File: src/rtl/button_conditioner.sv
`default_nettype none
// ============================================================================
//  Module      : button_conditioner
//  Description : Per-channel two-flop synchronizer, debouncer and edge
//                detector for raw board pins, with press/release/auto-repeat
//                one-cycle pulses in the clk domain.
//  Revision    : 1.0 - initial release
// ============================================================================
module button_conditioner #(
    parameter int NUM_BTN         = 4,
    parameter int DEBOUNCE_CYCLES = 1000000,
    parameter int HOLD_CYCLES     = 50000000,
    parameter int REPEAT_CYCLES   = 10000000
) (
    input  logic               clk,
    input  logic               rst,
    input  logic [NUM_BTN-1:0] btn_in,
    output logic [NUM_BTN-1:0] btn_level,
    output logic [NUM_BTN-1:0] btn_press,
    output logic [NUM_BTN-1:0] btn_release,
    output logic [NUM_BTN-1:0] btn_repeat
);

    localparam int c_DB_W = $clog2(DEBOUNCE_CYCLES + 1);
    localparam logic [c_DB_W-1:0] c_DB_LAST = c_DB_W'(DEBOUNCE_CYCLES - 1);
    localparam logic [c_DB_W-1:0] c_DB_ONE  = c_DB_W'(1);

    localparam int c_HOLD_SPAN = (HOLD_CYCLES > REPEAT_CYCLES) ? HOLD_CYCLES : REPEAT_CYCLES;
    localparam int c_H_W       = $clog2(c_HOLD_SPAN + 1);
    localparam logic [c_H_W-1:0] c_HOLD_LAST = c_H_W'(HOLD_CYCLES - 1);
    localparam logic [c_H_W-1:0] c_REP_LAST  = c_H_W'(REPEAT_CYCLES - 1);
    localparam logic [c_H_W-1:0] c_H_ONE     = c_H_W'(1);

    for (genvar gi = 0; gi < NUM_BTN; gi++) begin : g_chan
        logic              r_sync1;
        logic              r_sync2;
        logic              r_level;
        logic              r_press;
        logic              r_release;
        logic [c_DB_W-1:0] r_db_cnt;
        logic              w_toggle;

        // The level flips on the edge at which the disagreement run reaches
        // DEBOUNCE_CYCLES; any agreeing cycle restarts the run.
        assign w_toggle = (r_sync2 != r_level) && (r_db_cnt == c_DB_LAST);

        always_ff @(posedge clk or posedge rst) begin
            if (rst) begin
                r_sync1   <= 1'b0;
                r_sync2   <= 1'b0;
                r_level   <= 1'b0;
                r_press   <= 1'b0;
                r_release <= 1'b0;
                r_db_cnt  <= '0;
            end else begin
                r_sync1   <= btn_in[gi];
                r_sync2   <= r_sync1;
                r_press   <= 1'b0;
                r_release <= 1'b0;
                if (r_sync2 == r_level) begin
                    r_db_cnt <= '0;
                end else if (w_toggle) begin
                    r_db_cnt  <= '0;
                    r_level   <= ~r_level;
                    r_press   <= ~r_level;
                    r_release <= r_level;
                end else begin
                    r_db_cnt <= r_db_cnt + c_DB_ONE;
                end
            end
        end

        assign btn_level[gi]   = r_level;
        assign btn_press[gi]   = r_press;
        assign btn_release[gi] = r_release;

        if (REPEAT_CYCLES > 0) begin : g_repeat
            logic [c_H_W-1:0] r_hold_cnt;
            logic             r_rep_phase;
            logic             r_repeat;
            logic [c_H_W-1:0] w_hold_target;

            assign w_hold_target = r_rep_phase ? c_REP_LAST : c_HOLD_LAST;

            // Hold timing is gated off on the falling edge itself so no repeat
            // can appear in the first cycle the level reads 0.
            always_ff @(posedge clk or posedge rst) begin
                if (rst) begin
                    r_hold_cnt  <= '0;
                    r_rep_phase <= 1'b0;
                    r_repeat    <= 1'b0;
                end else if (!r_level || w_toggle) begin
                    r_hold_cnt  <= '0;
                    r_rep_phase <= 1'b0;
                    r_repeat    <= 1'b0;
                end else if (r_hold_cnt == w_hold_target) begin
                    r_hold_cnt  <= '0;
                    r_rep_phase <= 1'b1;
                    r_repeat    <= 1'b1;
                end else begin
                    r_hold_cnt  <= r_hold_cnt + c_H_ONE;
                    r_repeat    <= 1'b0;
                end
            end

            assign btn_repeat[gi] = r_repeat;
        end else begin : g_no_repeat
            assign btn_repeat[gi] = 1'b0;
        end
    end

endmodule
`default_nettype wire

File: config.mk
export PLATFORM = sky130hd
export DESIGN_NAME = button_conditioner
export DESIGN_NICKNAME = d
export VERILOG_FILES = /design/src/rtl/button_conditioner.sv
export SDC_FILE = /design/constraint.sdc
export NUM_CORES = 1
export LEC_CHECK = 0
export BUFFER_PORTS_ARGS = -buffer_cell sky130_fd_sc_hd__buf_2
export CELL_PAD_IN_SITES_DETAIL_PLACEMENT = 0
export CELL_PAD_IN_SITES_GLOBAL_PLACEMENT = 2
export CORE_ASPECT_RATIO = 0.75
export CORE_MARGIN = 10
export CORE_UTILIZATION = 42
export DETAILED_ROUTE_END_ITERATION = 12
export GPL_TIMING_DRIVEN = 0
export PLACE_DENSITY_LB_ADDON = 0.1
export SKIP_CTS_REPAIR_TIMING = 1
export SLEW_MARGIN = 5
export SYNTH_ARGS = -nofsm -noshare
export SYNTH_HDL_FRONTEND = slang
export SYNTH_SLANG_ARGS = --single-unit
export TNS_END_PERCENT = 30
File: constraint.sdc
create_clock -name clk -period 9.5 [get_ports clk]
set_input_delay 2.85 -clock clk [delete_from_list [all_inputs] [get_ports clk]]
set_output_delay 2.85 -clock clk [all_outputs]
set_load 0.1 [all_outputs]
-- Yosys cells after proc, flatten, opt, wreduce, memory -nomap -nowiden
Cells that the tools add are included.
- bits in writable memories: 0
- output and inout bits: 16
- memories kept: 0
- register bits after elaboration: 212
- ROM bits: 0
- bits in latches: 0
- equality and inequality tests: 16
- bitwise operators: 8
- reductions and logical operators: 20
- div/mod/pow operators: 0
- muxes and demuxes: 52
- $lt $le $gt $ge: 0
- multiply operators: 0
- $add $sub $neg: 8
- shifts and indexed selects: 0
- operators with widths (operator ; number):
    $mux 26 ; 12
    $mux 20 ; 8
    $add 26x1->26 const B ; 4
    $eq 26x26->1 ; 4
    $add 20x1->20 const B ; 4
    $eq 20x20->1 const B ; 4
    $mux 1 ; 32
    $not 1->1 ; 8
    $reduce_and 2->1 ; 4
    $reduce_bool 2->1 ; 4
    $eq 1x1->1 ; 4
    $logic_and 1x1->1 ; 4
    $logic_not 1->1 ; 4
    $logic_or 1x1->1 ; 4
    $ne 1x1->1 ; 4

-- Logic depth before layout (Yosys ltp)
- word-level depth: 4
- gate-level depth with buffers: 6
- gate-level depth less buffers: 5

-- Worst setup path after synthesis
Ideal clock, no wire load.
- path type: reg2out
- start point: register g_chan[0].r_level
- end point: output port btn_level[0]
- data required time: 6650 ps
- path buffers: 1
- setup slack: 5939 ps
- stages on the path, launching flop included: 2
- arrival: 711 ps
- cell sequence: dfrtp_1 > buf_4
- RTL lines (element ; line ; RTL):
    start: declaration ; 37 ; logic r_level;
    start signal: assignment ; 64 ; r_level <= ~r_level;
    end: declaration ; 18 ; output logic [NUM_BTN-1:0] btn_level,
No word-level cell between the ends.

-- Final worst setup path
- start point: register g_chan[0].r_level
- end point: output port btn_level[0]
No word-level cell between the ends.

==> key figures <==
Logic synthesis
  • Multiplexer share of the synthesized area: 0.418%
  • Syn_nets: 1094
  • Leading area contributor after synthesis: dfrtp_1
  • Top_reg_cell synth: dfrtp_1
  • Area contributors post-synth: dfrtp_1, xnor2_1, or4_1
  • Count leader, synth: dfrtp_1
  • Synth Area in Adders: 1.39%
  • Post-synth top cells: dfrtp_1, nor2_1, nor3_1, nand3_1, xnor2_1
  • Post-Synth Simple-Gate Area: 27.0%
  • Xor/xnor share of the synthesized area: 8.14%
  • EDFF count, synth: 0
  • FFs w/ async S/R, synth: 100%
  • Post-synth top area share: 49.3%
  • Cells after synthesis: 1076
  • Syn_area_per_cell: 10.0 um2
  • Synth warn: 0
  • Seq/Total Area, Yosys: 49.3%
  • FF+latch count, synth: 212
  • Largest family of logic cells by synthesized area: simple AND/OR/NAND/NOR gates
  • Compound-Gate Fraction of Synth Area: 10.2%
  • Cell area after synthesis: 10800 um2
  • Number of distinct library cells after synthesis: 46

Layout
  • Fraction of layout cells with a size suffix above 1: 9.35%
  • Final Core Density: 47.9%
  • Final net count: 1142
  • Area Overhead vs Synth: 11.6%
  • # diodes: 0
  • Fillers: 2341

Detailed routing
  • Drt first pass iters: 4
  • # DRC: 0
  • Total routed wirelength: 24.0 mm
  • DR iter-0 viols: 397
  • Detail Route Antenna Nets: 0
  • Via count: 8298
  • WL/cell: 16.3 um
  • Vias per inst: 5.64

Timing
  • Final min period: 4.40 ns
  • Final worst slack: 5.10 ns
  • Fmax: 228 MHz
  • Skew final: 0.0148 ns
  • Final TNS setup: 0 ns
  • Final hold vios: 0
  • Setup-failing EPs final: 0
  • Fin crit share: 46.3%
  • Unrepaired setup endpoints after global routing: no
  • Slew Limit Fails: 0
  • Headroom to the max-slew limit: 22.8%
  • Worst slew pin tran: 1.16 ns

GRT
  • Largest net degree at the start of global routing: 116
  • Vias in the first global route: 7906
  • Remaining global-route overflow: 0
  • Global-route wire length before repair: 41.3 mm
  • GRT Overall Usage: 15.1%
  • Initial antenna violation count: 0

Power and ir drop
  • Worst IR drop on VDD: 0.000109 V
  • Power Dens Cells: 149 nW/um2
  • Leakage: 4.43 nW

CTS
  • CTS H-tree depth: 1
  • Clk slew on worst S/H paths: 0.06 ns
  • Root buf cell: clkbuf_16
  • CTS Sinks: 212
  • Worst-skew pair later-pin latency: 0.51 ns
  • Num CTS Buffers: 24
  • CTS tree: built
  • Clock Path Buffers: 3

Floorplan
  • Die area: 32500 um2
  • Starting Density: 42.9%
  • I/O Pins: 22
  • Placement Rows: 50
  • Die Span Y: 159 um
  • Die W: 205 um
  • Placeable Area: 25100 um2

Worst setup path
  • Crit path DAT: 1.55 ns
  • Top delay family on crit path: buffers and inverters
  • Max FO, Critical Path: 6
  • Reg2reg setup slack: 6.33 ns
  • R2r startpoint: g_chan[1].r_db_cnt[0]
  • Crit path buffers/inverters: 2
  • Crit. End Element: output port
  • Crit Path Category: flip-flop to output port
  • Critical-path cell list: buf_4 -> buf_2
  • CP Data Required Time: 6.65 ns
  • RR Endpoint: g_chan[1].g_repeat.r_hold_cnt[3]
  • Slowest Stage Delay on Critical Path: 0.47 ns
  • CP startpoint kind: flip-flop
  • CP max-delay cell: dfrtp_1
  • FF-to-FF path depth: 6

Place
  • PortBufs: 21
  • GPL Wtd Cong: 0.777
  • HPWL Detailed: 16.0 mm
  • Post-place setup slack: 5.42 ns

Min path
  • Hold Path Origin: g_chan[0].r_sync1
  • Hold path cells: 0
  • WHS Endpoint: g_chan[0].r_sync2
  • Worst hold path class: flip-flop to flip-flop

Flow run
  • Max Cap Viol: 0

Run status
  • Outcome: finished, final reports clean
worst register-to-register path: cells and delay by family (launching register included):
kind / cells / cell delay, ns
buffers and inverters: 1 / 0.54
adders and majority gates: 1 / 0.21
and+or+nand+nor: 3 / 1.04
DFF: 1 / 0.41
AOI/OAI and AO/OA: 1 / 0.84
routing by layer:
metal  wire (um)  track usage [%]
met2        9850             21.0
met5           0                0
met3         623             2.13
met1       13000             23.7
met4         492             3.60
power breakdown:
| group | total [mW] | internal, mW | switching [mW] |
|---|---|---|---|
| Combinational | 0.0340 | 0.00734 | 0.0267 |
| Sequential | 0.916 | 0.909 | 0.00661 |
| Clock | 0.843 | 0.488 | 0.355 |
how the worst max path moves through the flow:
| stage | startpoint | end | depth (start not counted) |
|---|---|---|---|
| 3_5_place_dp | rst | g_chan[3].g_repeat.r_hold_cnt[2] | 3 |
| 5_1_grt | g_chan[0].r_level | btn_level[0] | 2 |
| 2_1_floorplan | rst | g_chan[0].g_repeat.r_hold_cnt[0] | 1 |
| 6_report | g_chan[0].r_level | btn_level[0] | 2 |
| 4_1_cts | g_chan[0].r_level | btn_level[0] | 2 |
| 3_3_place_gp | rst | g_chan[3].r_db_cnt[15] | 2 |
layout by cell type (no fill, tap or decap), types with 33 or more instances in the layout:
master	netlist	routed
nand3_1	65	65
dfrtp_1	212	212
nor3_1	68	68
nor2_1	69	69
or3_1	49	49
nand2_1	59	59
or4_1	53	53
nand4_1	44	44
o31ai_1	33	33
o21ai_0	39	39
xor2_1	37	37
a211oi_1	47	47
xnor2_1	63	63
area by class of cell:
type / instances / area (um2) / area share [%]
repair buffers: 22 / 133 / 1.10
well taps: 338 / 423 / 3.52
inverters: 28 / 113 / 0.937
clock inverters: 3 / 15.0 / 0.125
multi-input cells: 787 / 5080 / 42.3
clock buffers: 33 / 676 / 5.62
flip-flops and latches: 212 / 5310 / 44.1
plain buffers: 49 / 272 / 2.26
stage by stage:
| step | instances | hold WS [ns] | instance area (um2) | power, mW |
|---|---|---|---|---|
| after floorplan | 1076 | 0.331 | 10800 | 0.954 |
| after global placement | 1435 | 0.334 | 11300 | 0.967 |
| after detailed placement | 1436 | 0.337 | 11300 | 0.968 |
| after CTS | 1472 | 0.350 | 12000 | 1.83 |
| after global routing | 1472 | 0.354 | 12000 | 1.86 |
| final | 1472 | 0.347 | 12000 | 1.79 |
sequential cells by signal (all words and copies together) (netlist names):
name,count
g_chan.r_level,4
g_chan.g_repeat.r_repeat,4
g_chan.g_repeat.r_rep_phase,4
g_chan.r_sync1,4
g_chan.g_repeat.r_hold_cnt,104
g_chan.r_press,4
g_chan.r_release,4
g_chan.r_sync2,4
g_chan.r_db_cnt,80
logic make-up after synthesis:
family,count (synthesis)
buf+inv,77
xor+xnor,100
compound gates,160
simple gates,511
mux,4
fa+ha+maj,12
flops,212
(Power assumes the default switching activity.)
